--- src/rtl/referee_1_pkg.sv ---
// Shared definitions for the referee arbiter slice: line geometry, FSM encoding
// and traffic-class indices (the class indices are also used by referee_2 routing).
package referee_1_pkg;

    localparam int LINE_SIZE = 12;
    localparam int NUM_IN    = 4;

    typedef enum logic [1:0] {
        IDLE  = 2'd0,
        RUN   = 2'd1,
        STALL = 2'd2
    } state_t;

    localparam logic [1:0] CLS_POSTED     = 2'd0;
    localparam logic [1:0] CLS_NONPOSTED  = 2'd1;
    localparam logic [1:0] CLS_COMPLETION = 2'd2;
    localparam logic [1:0] CLS_OTHER      = 2'd3;

    // Next input index after idx, wrapping 3 -> 0.
    function automatic logic [1:0] wrap_inc(input logic [1:0] idx);
        return idx + 2'd1;
    endfunction

endpackage

--- src/rtl/referee_1_rr_arbiter_4.sv ---
// Four-way request arbiter producing a one-hot grant and its index.
// Macro REFEREE_STRICT_PRIO_EN: fixed priority (input 0 highest), no rotating pointer.
module rr_arbiter_4 import referee_1_pkg::*; (
    input  logic [NUM_IN-1:0] i_req,
`ifndef REFEREE_STRICT_PRIO_EN
    input  logic [1:0]        i_rr_ptr,
`endif
    output logic [NUM_IN-1:0] o_grant,
    output logic [1:0]        o_idx,
    output logic              o_any
);

    logic [1:0] w_start;
    logic [1:0] w_cand;

`ifdef REFEREE_STRICT_PRIO_EN
    assign w_start = 2'd0;
`else
    assign w_start = i_rr_ptr;
`endif

    // Walk the four candidates starting at w_start; the 2-bit sum wraps for free.
    always_comb begin
        o_grant = '0;
        o_idx   = 2'd0;
        o_any   = 1'b0;
        w_cand  = 2'd0;
        for (int k = 0; k < NUM_IN; k++) begin
            w_cand = w_start + 2'(k);
            if (!o_any && i_req[w_cand]) begin
                o_any          = 1'b1;
                o_idx          = w_cand;
                o_grant[w_cand] = 1'b1;
            end
        end
    end

endmodule

--- src/rtl/referee_1.sv ---
// 4:1 arbiter feeding the central transaction FIFO: pops one input FIFO per cycle,
// pushes the line two cycles later. Macro REFEREE_STRICT_PRIO_EN selects strict priority.
module referee_1 import referee_1_pkg::*; (
    input  logic                 clk,
    input  logic                 reset,
    input  logic [LINE_SIZE-1:0] data_in0,
    input  logic [LINE_SIZE-1:0] data_in1,
    input  logic [LINE_SIZE-1:0] data_in2,
    input  logic [LINE_SIZE-1:0] data_in3,
    input  logic [NUM_IN-1:0]    empty_signal,
    input  logic                 almost_full_signal,
    output logic [NUM_IN-1:0]    pop_signal,
    output logic                 push_signal,
    output logic [LINE_SIZE-1:0] data_out
);

    logic [NUM_IN-1:0]    w_req;
    logic [NUM_IN-1:0]    w_grant;
    logic [1:0]           w_idx;
    logic                 w_any;
    state_t               r_state;
    state_t               w_state_next;
    logic                 r_vld_p1;
    logic [1:0]           r_sel_p1;
    logic [LINE_SIZE-1:0] w_mux_p1;
    logic                 r_vld_p2;
    logic [LINE_SIZE-1:0] r_data_p2;

    // Almost-full leaves room only for lines already in flight, so it blocks new pops at once.
    assign w_req = ~empty_signal & {NUM_IN{~almost_full_signal & ~reset}};

`ifdef REFEREE_STRICT_PRIO_EN
    rr_arbiter_4 u_arb (
        .i_req   (w_req),
        .o_grant (w_grant),
        .o_idx   (w_idx),
        .o_any   (w_any)
    );
`else
    logic [1:0] r_rr_ptr;

    always_ff @(posedge clk) begin
        if (reset) begin
            r_rr_ptr <= 2'd0;
        end else if (w_any) begin
            r_rr_ptr <= wrap_inc(w_idx);
        end
    end

    rr_arbiter_4 u_arb (
        .i_req    (w_req),
        .i_rr_ptr (r_rr_ptr),
        .o_grant  (w_grant),
        .o_idx    (w_idx),
        .o_any    (w_any)
    );
`endif

    assign pop_signal = w_grant;

    always_ff @(posedge clk) begin
        if (reset) begin
            r_state <= IDLE;
        end else begin
            r_state <= w_state_next;
        end
    end

    always_comb begin
        w_state_next = r_state;
        case (r_state)
            IDLE: begin
                if (almost_full_signal)      w_state_next = STALL;
                else if (~&empty_signal)     w_state_next = RUN;
            end
            RUN: begin
                if (almost_full_signal)      w_state_next = STALL;
                else if (&empty_signal)      w_state_next = IDLE;
            end
            STALL: begin
                if (!almost_full_signal)     w_state_next = (&empty_signal) ? IDLE : RUN;
            end
            default: w_state_next = IDLE;
        endcase
    end

    // Stage p1: grant registered, the selected FIFO presents its word this cycle
    always_ff @(posedge clk) begin
        if (reset) begin
            r_vld_p1 <= 1'b0;
        end else begin
            r_vld_p1 <= w_any;
        end
    end

    always_ff @(posedge clk) begin
        if (w_any) begin
            r_sel_p1 <= w_idx;
        end
    end

    always_comb begin
        w_mux_p1 = data_in0;
        case (r_sel_p1)
            2'd0:    w_mux_p1 = data_in0;
            2'd1:    w_mux_p1 = data_in1;
            2'd2:    w_mux_p1 = data_in2;
            default: w_mux_p1 = data_in3;
        endcase
    end

    // Stage p2: line captured and pushed to the central FIFO
    always_ff @(posedge clk) begin
        if (reset) begin
            r_vld_p2  <= 1'b0;
            r_data_p2 <= '0;
        end else begin
            r_vld_p2 <= r_vld_p1;
            if (r_vld_p1) begin
                r_data_p2 <= w_mux_p1;
            end
        end
    end

    assign push_signal = r_vld_p2;
    assign data_out    = r_data_p2;

endmodule

--- config.mk ---
export PLATFORM = sky130hd
export DESIGN_NAME = referee_1
export DESIGN_NICKNAME = d
export VERILOG_FILES = /design/src/rtl/referee_1_pkg.sv /design/src/rtl/referee_1_rr_arbiter_4.sv /design/src/rtl/referee_1.sv
export SDC_FILE = /design/constraint.sdc
export NUM_CORES = 1
export LEC_CHECK = 0
export ABC_AREA = 1
export BUFFER_PORTS_ARGS = -buffer_cell sky130_fd_sc_hd__buf_2
export CORE_MARGIN = 2
export CORE_UTILIZATION = 30
export CTS_CLUSTER_DIAMETER = 200
export DETAILED_ROUTE_END_ITERATION = 8
export PLACE_DENSITY = 0.59
export SYNTH_ARGS = -nofsm -noshare
export SYNTH_HDL_FRONTEND = slang
export SYNTH_SLANG_ARGS = --single-unit
--- constraint.sdc ---
create_clock -name clk -period 2.2 [get_ports clk]
set_input_delay 0.66 -clock clk [delete_from_list [all_inputs] [get_ports clk]]
set_output_delay 0.66 -clock clk [all_outputs]
set_load 0.01 [all_outputs]
==> flow_summary.ini <==
[outcome]
outcome = finished with violations
violations = setup timing

[route]
ant_nets = 0
route.met3.wl_um = 241
vias_per_cell = 4.81
dr.pass1.iters = 4
drc = 0
drt_iter0_markers = 52
vias = 1613
top_layer = met4
totalWireLength_mm = 4.09
wl_per_cell_um = 12.2
met2RoutedLength_mm = 2.05
drt-met1-wl_mm = 1.72

[placed_design]
port_buffers = 71
gp_congestion = 0.813
placed_area_um2 = 1920
dp_hpwl_mm = 3.08
dpl_worst_slack_ns = -0.387

[final_layout]
fin_area_um2 = 2090
drive_gt1_share_pct = 47.3
syn2layout_area_growth_pct = 57.4
n_antenna_cell = 0
regArea_um2 = 388
fill_cells = 420
multi_input_area_um2 = 952
nNetsFinal = 347

[setup_path]
path_common_cell = nand3_2
crit_fanout = 8
crit_chain = buf_6, nor2_4, nand3_2, nand3_2, nand2_4, nand3_4, inv_4, a221oi_2, o21ai_2, buf_2
arrival_ns = 1.96
critPathLaunchType = input pin
endpoint_kind = primary output
required_ns = 1.54
crit_family = simple AND/OR/NAND/NOR gates
cpPeakStageDelay_ns = 0.25
cp_num_buf_inv = 3
path_class = input pin to primary output
critPathSlowestCell = nor2_4

[synth]
yosys-top-cells-count = 38 x nand2_1, 25 x inv_1, 21 x nand3_1, 17 x nor2_1, 16 x dfxtp_1
ys_seq_elements = 18
yosysWarnings = 0
netlist_area_um2 = 1330
synthFlopType = dfxtp_1
ys_async_sr_fraction_pct = 0
ys_seq_area_share_pct = 28.7
synth_area_leader_cell = dfxtp_1
synth_top_area_share_pct = 24.2
synth_edf_count = 2
netlist_instances = 195
synth.net_count = 258
post-synth-top-count-cell = nand2_1
synth_cell_types = 19
synthTopCellsByArea = dfxtp_1 24%, nand2_1 11%, a221oi_1 8.6%
syn_avg_cell_area_um2 = 6.80

[global_routing]
antenna_found_initial = 0
gr-total-overflow = 0
grt_pass1_wl_mm = 6.22
grt_max_degree = 26
grt_usage_pct = 15.3
grt_pass1_vias = 1434

[power_and_ir_drop]
power_w = 0.00284
pwr_density_cell_nw_per_um2 = 1360
switchingPower_w = 0.00132
intPower_w = 0.00152
p_seq_share_pct = 22.5
leakage_nw = 1.09
p_sw_share_pct = 46.4
power_frac_clock_pct = 9.2
comb_power_share_pct = 68.4
peakVddDrop_uv = 543

[clock_network]
cts_max_path_buffers = 2
clock_sinks = 18
cts_tree = done
cts_root_buffer = clkbuf_8
cts_hold_buf = 0
clk-insertion-delay-late_ns = 0.25
numCtsBuffers = 3
clk_pin_slew_ns = 0.06
htree_levels = 1

[flow_run]
maxCapViolCount = 0

[worst_hold_path]
hp-class = register to register

[sta]
max_freq_mhz = 382
worst_clock_skew_ns = 0.00598
hold_violations = 0
period_needed_ns = 2.62
rsz0062_at_grt = yes
fin_crit_sh_pct = 119
worst_slew_pin_slew_ns = 0.817
finalWorstSetupSlack_ns = -0.419
setup_violations = 4
relSlewSlack_pct = 45.3
drv_slew = 0

[floorplan]
io_pins = 72
placementRows = 24
coreArea_um2 = 4290
die_w_um = 70.5
die-area_um2 = 4970
die_h_um = 70.5
start_util_pct = 30.9
[cells in the final DEF (no fill, tap or decap), drive strengths merged]
cell and instances:
a21oi 4, a221oi 13, a22oi 3, a31oi 9, buf 91, clkbuf 4, dfxtp 16, edfxtp 2
ha 8, inv 29, nand2 43, nand3 25, nand4 2, nor2 18, o21ai 13, o221ai 3
[tightest hold or removal path, cell delays in order, from the launching register on]
cell,delay [ns]
dfxtp_1,0.32
o21ai_0,0.07
a21oi_1,0.10
[power groups by stage]
stage | sequential (W) | clock (W) | combinational (W)
6_report | 0.000638 | 0.000261 | 0.00194
5_1_grt | 0.000665 | 0.000284 | 0.00218
4_1_cts | 0.000640 | 0.000268 | 0.00176
3_5_place_dp | 0.000647 | 0 | 0.00176
3_3_place_gp | 0.000641 | 0 | 0.00176
2_1_floorplan | 0.000670 | 0 | 0.00105
[metrics by stage]
stage / std cells / utilization (%) / setup TNS, ns / hold slack, ns
2_1_floorplan: 195 / - / -0.116 / 0.540
3_3_place_gp: 330 / 44.6 / -1.42 / 0.510
3_5_place_dp: 330 / 44.6 / -1.48 / 0.517
4_1_cts: 334 / 45.9 / -1.41 / 0.532
5_1_grt: 335 / 48.6 / -1.88 / 0.550
6_report: 335 / 48.6 / -1.57 / 0.523
[sequential cells by signal, summed over array words and instances, names as in the netlist]
name,cells
push_signal,1
r_rr_ptr,2
r_vld_p1,1
r_sel_p1,2
data_out,12
[layer usage]
| layer | up-vias | track usage, % |
|---|---|---|
| met1 | 712 | 18.4 |
| met5 | - | 0 |
| met3 | 8 | 3.90 |
| li1 | 850 | - |
| met2 | 43 | 26.2 |
| met4 | 0 | 5.34 |
[final timing paths]
| kind | startpoint | end | slack [ns] | cells past startpoint |
|---|---|---|---|---|
| worst min-delay path | data_out[0] | data_out[0] | 0.52 | 2 |
| worst min register to register | data_out[0] | data_out[0] | 0.52 | 2 |
| worst max register to register | r_rr_ptr[0] | r_rr_ptr[1] | 0.39 | 14 |
| worst max-delay path | reset | pop_signal[1] | -0.42 | 10 |
[what timing repair did]
item	in CTS	in global routing
endpoints found under the hold margin	0	0
pin swaps	1	11
cloned	0	0
gates resized for setup	0	22
setup buffers	0	1
endpoints found under the setup margin	4	4
[cells by family after synthesis]
| kind of cell | count (synthesis) | synth area share, % |
|---|---|---|
| adders and majority gates | 8 | 7.55 |
| and+or+nand+nor | 88 | 30.7 |
| AOI/OAI and AO/OA | 45 | 22.9 |
| DFF | 18 | 28.7 |
| buffers and inverters | 36 | 10.2 |
[layout make-up]
cell class                      count  area share, %
Inverter                           29           5.34
Multi-Input combinational cell    141           45.6
Clock buffer                        4           2.64
Tap cell                           52           3.12
Timing Repair Buffer               91           24.7
Sequential cell                    18           18.6
Power figures use the tool's default switching activity.
